===== config.mk =====
export PLATFORM = sky130hd
export DESIGN_NAME = riscv_cache_setup_skid
export DESIGN_NICKNAME = d
export VERILOG_FILES = /design/src/rtl/riscv_cache_setup_skid.sv
export SDC_FILE = /design/constraint.sdc
export NUM_CORES = 1
export LEC_CHECK = 0
export CAP_MARGIN = 10
export CORE_MARGIN = 8
export CORE_UTILIZATION = 56
export CTS_CLUSTER_DIAMETER = 50
export CTS_CLUSTER_SIZE = 12
export DETAILED_ROUTE_END_ITERATION = 10
export GPL_TIMING_DRIVEN = 1
export PLACE_DENSITY = 0.92
export SYNTH_ARGS = -nofsm -noshare
export SYNTH_HDL_FRONTEND = slang
export SYNTH_SLANG_ARGS = --single-unit

===== constraint.sdc =====
create_clock -name clk_i -period 17.9 [get_ports clk_i]
set_clock_uncertainty 0.05 [all_clocks]
set_input_delay 2.685 -clock clk_i [delete_from_list [all_inputs] [get_ports clk_i]]
set_output_delay 2.685 -clock clk_i [all_outputs]
set_load 0.05 [all_outputs]

===== src/rtl/riscv_cache_setup_skid.sv =====
// Cache address setup stage: valid/ready handshake with a small skid FIFO,
// registered request to the compare stage and combinational tag/data index.
package riscv_cache_pkg;
  typedef logic [2:0] biu_size_t;
  typedef logic [2:0] biu_prot_t;

  function automatic int calc_sets(input int size_kib, input int block_size, input int ways);
    return (size_kib * 1024 * 8) / (block_size * ways);
  endfunction

  function automatic int calc_blk_offs_bits(input int block_size);
    return $clog2(block_size / 8);
  endfunction

  function automatic int calc_idx_bits(input int size_kib, input int block_size, input int ways);
    return $clog2(calc_sets(size_kib, block_size, ways));
  endfunction

  function automatic int calc_tag_bits(input int xlen, input int size_kib, input int block_size,
                                       input int ways);
    return xlen - calc_idx_bits(size_kib, block_size, ways) - calc_blk_offs_bits(block_size);
  endfunction
endpackage

module riscv_cache_setup_skid
  import riscv_cache_pkg::*;
#(
  parameter int XLEN       = 32,
  parameter int SIZE       = 64,
  parameter int BLOCK_SIZE = XLEN,
  parameter int WAYS       = 2,
  parameter int DEPTH      = 2,
  localparam int SETS          = calc_sets(SIZE, BLOCK_SIZE, WAYS),
  localparam int BLK_OFFS_BITS = calc_blk_offs_bits(BLOCK_SIZE),
  localparam int IDX_BITS      = calc_idx_bits(SIZE, BLOCK_SIZE, WAYS),
  localparam int TAG_BITS      = calc_tag_bits(XLEN, SIZE, BLOCK_SIZE, WAYS)
) (
  input  logic                clk_i,
  input  logic                rst_ni,
  input  logic                flush_i,
  input  logic                req_i,
  output logic                ready_o,
  input  logic [XLEN-1:0]     adr_i,
  input  biu_size_t           size_i,
  input  logic                lock_i,
  input  biu_prot_t           prot_i,
  input  logic                we_i,
  input  logic [XLEN-1:0]     d_i,
  input  logic                is_cacheable_i,
  input  logic                is_misaligned_i,
  output logic                req_o,
  input  logic                ready_i,
  output logic [XLEN-1:0]     adr_o,
  output biu_size_t           size_o,
  output logic                lock_o,
  output biu_prot_t           prot_o,
  output logic                we_o,
  output logic [XLEN-1:0]     q_o,
  output logic                is_cacheable_o,
  output logic                is_misaligned_o,
  output logic                req_rd_o,
  output logic [IDX_BITS-1:0] tag_idx_o,
  output logic [IDX_BITS-1:0] dat_idx_o,
  output logic [TAG_BITS-1:0] core_tag_o
);

  localparam int PW    = 2 * XLEN + $bits(biu_size_t) + $bits(biu_prot_t) + 4;
  localparam int PTR_W = (DEPTH > 1) ? $clog2(DEPTH) : 1;
  localparam int CNT_W = $clog2(DEPTH + 1);
  localparam int ADR_LSB = PW - XLEN;

  if (DEPTH < 1 || DEPTH > 4) begin : g_bad_depth
    $error("riscv_cache_setup_skid: DEPTH must be within 1..4");
  end

  logic [PW-1:0]       fifo_mem [DEPTH];
  logic [PTR_W-1:0]    wr_ptr, rd_ptr;
  logic [CNT_W-1:0]    count;
  logic [IDX_BITS-1:0] held_idx, idx;
  logic                flush_dly;
  logic [PW-1:0]       in_pld, head_pld, nxt_pld;
  logic                accept, advance, fifo_empty, push, pop, nxt_valid;

  function automatic logic [PTR_W-1:0] ptr_inc(input logic [PTR_W-1:0] p);
    return (p == PTR_W'(DEPTH - 1)) ? '0 : p + 1'b1;
  endfunction

  assign in_pld   = {adr_i, size_i, lock_i, prot_i, we_i, d_i, is_cacheable_i, is_misaligned_i};
  assign head_pld = fifo_mem[rd_ptr];
  assign ready_o  = (count < CNT_W'(DEPTH));
  assign req_rd_o = req_i & ~we_i & ~flush_i & ready_o;
  assign tag_idx_o = idx;
  assign dat_idx_o = idx;

  // FIFO head has priority over the input so ordering stays strict; only an
  // empty FIFO lets an accepted request bypass straight into the output register.
  always_comb begin
    accept     = req_i & ready_o & ~flush_i;
    advance    = ~req_o | ready_i;
    fifo_empty = (count == '0);
    pop        = advance & ~fifo_empty & ~flush_i;
    push       = accept & ~(advance & fifo_empty);
    nxt_valid  = ~fifo_empty | accept;
    nxt_pld    = fifo_empty ? in_pld : head_pld;
    idx        = held_idx;
    if (flush_dly || (advance && fifo_empty)) begin
      idx = adr_i[BLK_OFFS_BITS +: IDX_BITS];
    end else if (advance) begin
      idx = head_pld[ADR_LSB + BLK_OFFS_BITS +: IDX_BITS];
    end
  end

  always_ff @(posedge clk_i or negedge rst_ni) begin
    if (!rst_ni) begin
      req_o      <= 1'b0;
      {adr_o, size_o, lock_o, prot_o, we_o, q_o, is_cacheable_o, is_misaligned_o} <= '0;
      core_tag_o <= '0;
    end else if (flush_i) begin
      req_o <= 1'b0;
    end else if (advance) begin
      req_o <= nxt_valid;
      if (nxt_valid) begin
        {adr_o, size_o, lock_o, prot_o, we_o, q_o, is_cacheable_o, is_misaligned_o} <= nxt_pld;
        core_tag_o <= nxt_pld[PW-1 -: TAG_BITS];
      end
    end
  end

  always_ff @(posedge clk_i or negedge rst_ni) begin
    if (!rst_ni) begin
      wr_ptr <= '0;
      rd_ptr <= '0;
      count  <= '0;
    end else if (flush_i) begin
      wr_ptr <= '0;
      rd_ptr <= '0;
      count  <= '0;
    end else begin
      if (push) wr_ptr <= ptr_inc(wr_ptr);
      if (pop)  rd_ptr <= ptr_inc(rd_ptr);
      case ({push, pop})
        2'b10:   count <= count + 1'b1;
        2'b01:   count <= count - 1'b1;
        default: count <= count;
      endcase
    end
  end

  always_ff @(posedge clk_i) begin
    if (push) fifo_mem[wr_ptr] <= in_pld;
  end

  // The memories register idx, so the held copy keeps them pointed at the
  // stalled output request while the compare stage is back-pressured.
  always_ff @(posedge clk_i or negedge rst_ni) begin
    if (!rst_ni) begin
      held_idx  <= '0;
      flush_dly <= 1'b0;
    end else begin
      flush_dly <= flush_i;
      if (advance) held_idx <= idx;
    end
  end

endmodule


# [Yosys cells after proc, flatten, opt, wreduce, memory -nomap -nowiden]
# Memory sizes are Yosys's and may differ from the RTL's.
# Cells that the tools add are included.
[word_totals] reg_bits=110 ramBits=148 inputBits=79 output_inout_bits=120 wordCells=62 mem_count=1
[mem_list] memory="fifo_mem" depth=2 width=74 rd=1 rd_ports_with_merged_regs=0 write_ports=1 line_no="76" text="logic [PW-1:0] fifo_mem [DEPTH];"
[op_classes] add_sub_neg=4 n_lt_le_gt_ge=1 eq_ne=2 mux=15 bitwise=16 reduce_logical=8
[ops] cell="$mux 74" n=1
[ops] cell="$mux 13" n=2
[ops] cell="$mux 1" n=10
[ops] cell="$and 1x1->1" n=9
[ops] cell="$reduce_bool 2->1" n=3
[ops] cell="$not 1->1" n=5
[ops] cell="$pmux 2 s2" n=1
[ops] cell="$reduce_and 3->1" n=1
[ops] cell="$reduce_bool 3->1" n=1
[ops] cell="$add 1x1->1 const B" n=2
[ops] cell="$add 2x1->2 const B" n=1
[ops] cell="$eq 2x1->1 const B" n=1
[ops] cell="$eq 2x2->1 const B" n=1
[ops] cell="$logic_not 2->1" n=1
[ops] cell="$lt 2x2->1 const B" n=1
[ops] cell="$mux 2" n=1
[ops] cell="$or 1x1->1" n=2
[ops] cell="$sub 2x1->2 const B" n=1
[ops] cell="$logic_and 1x1->1" n=1
[ops] cell="$logic_or 1x1->1" n=1

# [Longest topological paths before layout]
[depth] word_depth=8 ltp_mapped=8 ltp_nobuf=4

# [Least setup slack after synthesis]
# Ideal clock, no wire load.
[synth_path] path_kind="in2reg" start="input ready_i" end="memory fifo_mem[1][0] in the netlist's numbering, enable pin" setup_ns=0.715 arrival_ns=11.001 required_time_ns=17.135 path_slack_ns=6.134 cell_stages=5 n_path_buf=2 path_cell_list="nor2b_2 > buf_2 > buf_2 > nor2_1 > nor4b_1"
[synth_between] elab_chain_cells=6
[synth_rtl] item="start, declared" line_no="52" text="input logic ready_i,"
[synth_rtl] item="$or 1x1->1" line_no="99" text="advance = ~req_o | ready_i;"
[synth_rtl] item="$and 1x1->1" line_no="102" text="push = accept & ~(advance & fifo_empty);"
[synth_rtl] item="$not 1->1" line_no="102"
[synth_rtl] item="$and 1x1->1" line_no="102"
[synth_rtl] item="$mux 1" line_no="150" text="if (push) fifo_mem[wr_ptr] <= in_pld;"
[synth_rtl] item="$mux 1 (not written as such)" line_no="150"
[synth_rtl] item="end, declared" line_no="76"
# No other way between the ends.

# [Worst setup path after layout]
[layout_path] start="input ready_i" end="output dat_idx_o[6]"
[layout_between] elab_chain_cells=4 elab_cells_between_ends=5 cone_classes="2 x mux; 1 x bitwise; 2 x reduce/logical"
[layout_rtl] item="$or 1x1->1 (*)" line_no="99"
[layout_rtl] item="$logic_and 1x1->1" line_no="106" text="if (flush_dly || (advance && fifo_empty)) begin"
[layout_rtl] item="$logic_or 1x1->1" line_no="106"
[layout_rtl] item="$mux 13 (*)" line_no="106"
[layout_rtl] item="end, declared" line_no="63" text="output logic [IDX_BITS-1:0] dat_idx_o,"
# Mark *: on every way between the ends. The rest lies on a longest branch, timed or not.

==> results.yml <==
job:
  drv_cap: 0
timing:
  drv_slew: 0
  final_hold_viol_count: 0
  period_minus_slack_ns: 7.81
  fin_crit_sh: 0.436
  fmax_mhz: 128
  final_critical_path_setup_slack_ns: 10.09
  slew_headroom: 0.317
  worst_slew_pin_slew_ns: 1.02
  rsz0062_at_grt: "false"
  setup_tns_ns: 0
  setup_viol: 0
worst_setup_path:
  arrival_ns: 5.07
  cp-end-kind: "primary output"
  worstPathRequired_ns: 15.16
  cp.buffers_inverters: 3
  cp_max_fo: 50
  path_delay_family: "buffers and inverters"
  path_cells: "clkdlybuf4s50_1 -> nor2b_2 -> buf_4 -> o21bai_4 -> mux2_2 -> clkdlybuf4s50_1"
  slowest_stage: "clkdlybuf4s50_1"
  crit_type: "primary input to primary output"
  ff2ff_path_depth: 5
  worstSetupStartpointType: "primary input"
  max_stage_delay_ns: 0.72
  crit_cells: 6
  crit_top_cell: "clkdlybuf4s50_1"
logic_synthesis:
  syn_nets: 866
  yosysSeqAreaShare: 0.675
  synth-edff-count: 148
  ys_warn_count: 0
  postSynthAreaPerCell_um2: 12.7
  synth_area_leaders: "edfxtp_1, dfrtp_1, mux2i_1, o21ai_0, a21oi_1"
  synth_cells: 787
  yosys.area.top_type_share: 0.443
  ys_ff_latch: 241
  synthDistinctLibCells: 32
  synthFlopType: "edfxtp_1"
  async_flop_share: 0.386
  synth.largest_area_cell: "edfxtp_1"
  netlist_area_um2: 10000
die:
  die_area_um2: 22400
  die_y_um: 150
  ios: 199
  rows: 49
  die_x_um: 150
  core-area_um2: 17800
  start_util: 0.564
clock_tree:
  post_cts.repair.setup_buffers: 0
  ctsHtreeMaxLevel: 1
  cts_tree: "yes"
  cts.sinks: 241
  cts_buffers: 25
  cts_resized: 0
  cts_hold_buf: 0
  root_buffer: "clkbuf_16"
  cts.clk_slew.worst_paths_ns: 0.06
  cts_buffer_depth: 3
  clock_latency_ns: 0.52
pwr:
  powerDensity_nw_per_um2: 126
  vdd_ir_drop_max_mv: 0.0869
  p_leak_uw: 0.00461
route:
  viasPerCell: 5.50
  post_drt_wl_per_cell_um: 18.9
  wl_um: 22500
  antenna_left: 0
  vias: 6539
  drt_iter0_drc: 381
  drc: 0
  drtPass1Iterations: 5
global_routing:
  grt_start_max_net_pins: 91
  grt_pass1_wl_um: 35300
  antenna_found_initial: 0
  gr-total-overflow: 0
  track_usage: 0.195
  first_global_vias: 6764
worst_hold_path:
  min_path_type: "flop to flop"
  hold_depth: 1
layout:
  antennaDiodeCount: 0
  nets: 1019
  fill_cells: 1178
  area_delta_synth_final_pct: 26.0
  final_cells: 1188
  drive_above_1_share: 0.0782
placed_design:
  dp_hpwl_um: 14400
  pre_cts_slack_ns: 10.08
  io_buffers: 198
  place_inst: 1142
  place.gp.congestion: 0.801
outcome:
  status: "finished clean"
final cells by class:
cell class / count / area, µm² / share of cell area
clock buffer: 40 / 682 / 0.0540
clock inverter: 6 / 62.6 / 0.00495
inverter: 1 / 3.75 / 0.000297
multi-input combinational: 463 / 2760 / 0.219
sequential: 241 / 6780 / 0.537
tap: 229 / 287 / 0.0227
timing repair buffer: 208 / 2050 / 0.163
worst register-to-register path: cells and delay by family (launching register included):
family                 cells  cell delay (ns)
AOI/OAI and AO/OA          1             0.33
buffers and inverters      2             1.18
DFF                        1             0.35
and+or+nand+nor            2             0.83
stage by stage:
stage          cell area (µm²)  total power [µW]   util  hold WS (ns)
3_3_place_gp             11900              1110  0.668         0.403
5_1_grt                  12600              1650  0.710         0.436
4_1_cts                  12600              1610  0.710         0.427
2_1_floorplan            10000               980      -         0.389
6_report                 12600              1590  0.710         0.424
3_5_place_dp             11900              1130  0.668         0.412
synth_stat cells, drive strengths merged (2+ instances only):
cell type / count
a211oi: 13
a21o: 13
a21oi: 76
buf: 61
clkbuf: 21
dfrtp: 93
edfxtp: 148
mux2: 13
mux2i: 74
nand2: 75
nor2: 92
nor2b: 2
nor3: 3
o21ai: 90
o21bai: 2
or3: 2
flip-flops by register name, indices dropped and copies added, names as in the netlist:
name and count:
is_misaligned_o 1, flush_dly 1, count 2, wr_ptr 1, size_o 3, is_cacheable_o 1, we_o 1, held_idx 13
prot_o 3, q_o 32, fifo_mem 148, lock_o 1, req_o 1, adr_o 32, rd_ptr 1
routing by layer:
metal / wire length [µm] / up-vias / global-route usage
met5: 0 / - / 0
met4: 278 / 0 / 0.0420
met3: 1720 / 23 / 0.0532
met2: 11500 / 218 / 0.342
met1: 9010 / 3207 / 0.238
li1: - / 3091 / -
layout by cell type, fill, tap and decap left out, types with 2 or more instances in the layout:
cell type / instances
nand2_1: 75
mux2i_1: 74
o21ai_1: 12
edfxtp_1: 148
dfrtp_1: 92
clkbuf_16: 25
a21o_1: 13
nor2_1: 91
o21ai_0: 78
clkdlybuf4s50_1: 197
mux2_2: 12
clkbuf_1: 15
buf_4: 11
a21oi_1: 76
nor3_1: 3
inv_6: 2
a211oi_2: 13
clkinv_2: 3
power breakdown:
group          total [µW]  leakage [µW]  switching (µW)  internal [µW]
registers             673       0.00249            31.1            642
logic                 440       0.00176             296            144
clock network         478      0.000361             202            276
total                1590       0.00461             529           1060
logic make-up after synthesis:
family,after synthesis,share of synthesized area
AOI/OAI and AO/OA,195,0.113
xor gates and xnor gates,2,0.00175
buffers and inverters,83,0.0509
DFF,241,0.675
muxes,87,0.0885
and+or+nand+nor,179,0.0706
path summary, 6_finish.rpt:
check	from	slack (ns)	endpoint
worst min register to register	adr_o[4]$_DFFE_PN0P_	0.42	adr_o[4]$_DFFE_PN0P_
worst min-delay path	adr_o[4]$_DFFE_PN0P_	0.42	adr_o[4]$_DFFE_PN0P_
max in group asynchronous	rst_ni	14.55	held_idx[4]$_DFFE_PN0N_
worst max register to register	req_o$_DFFE_PN0P_	15.02	size_o[2]$_DFFE_PN0P_
min in group asynchronous	rst_ni	2.15	adr_o[7]$_DFFE_PN0P_
worst max-delay path	ready_i	10.09	dat_idx_o[6]
(Power assumes the default switching activity.)
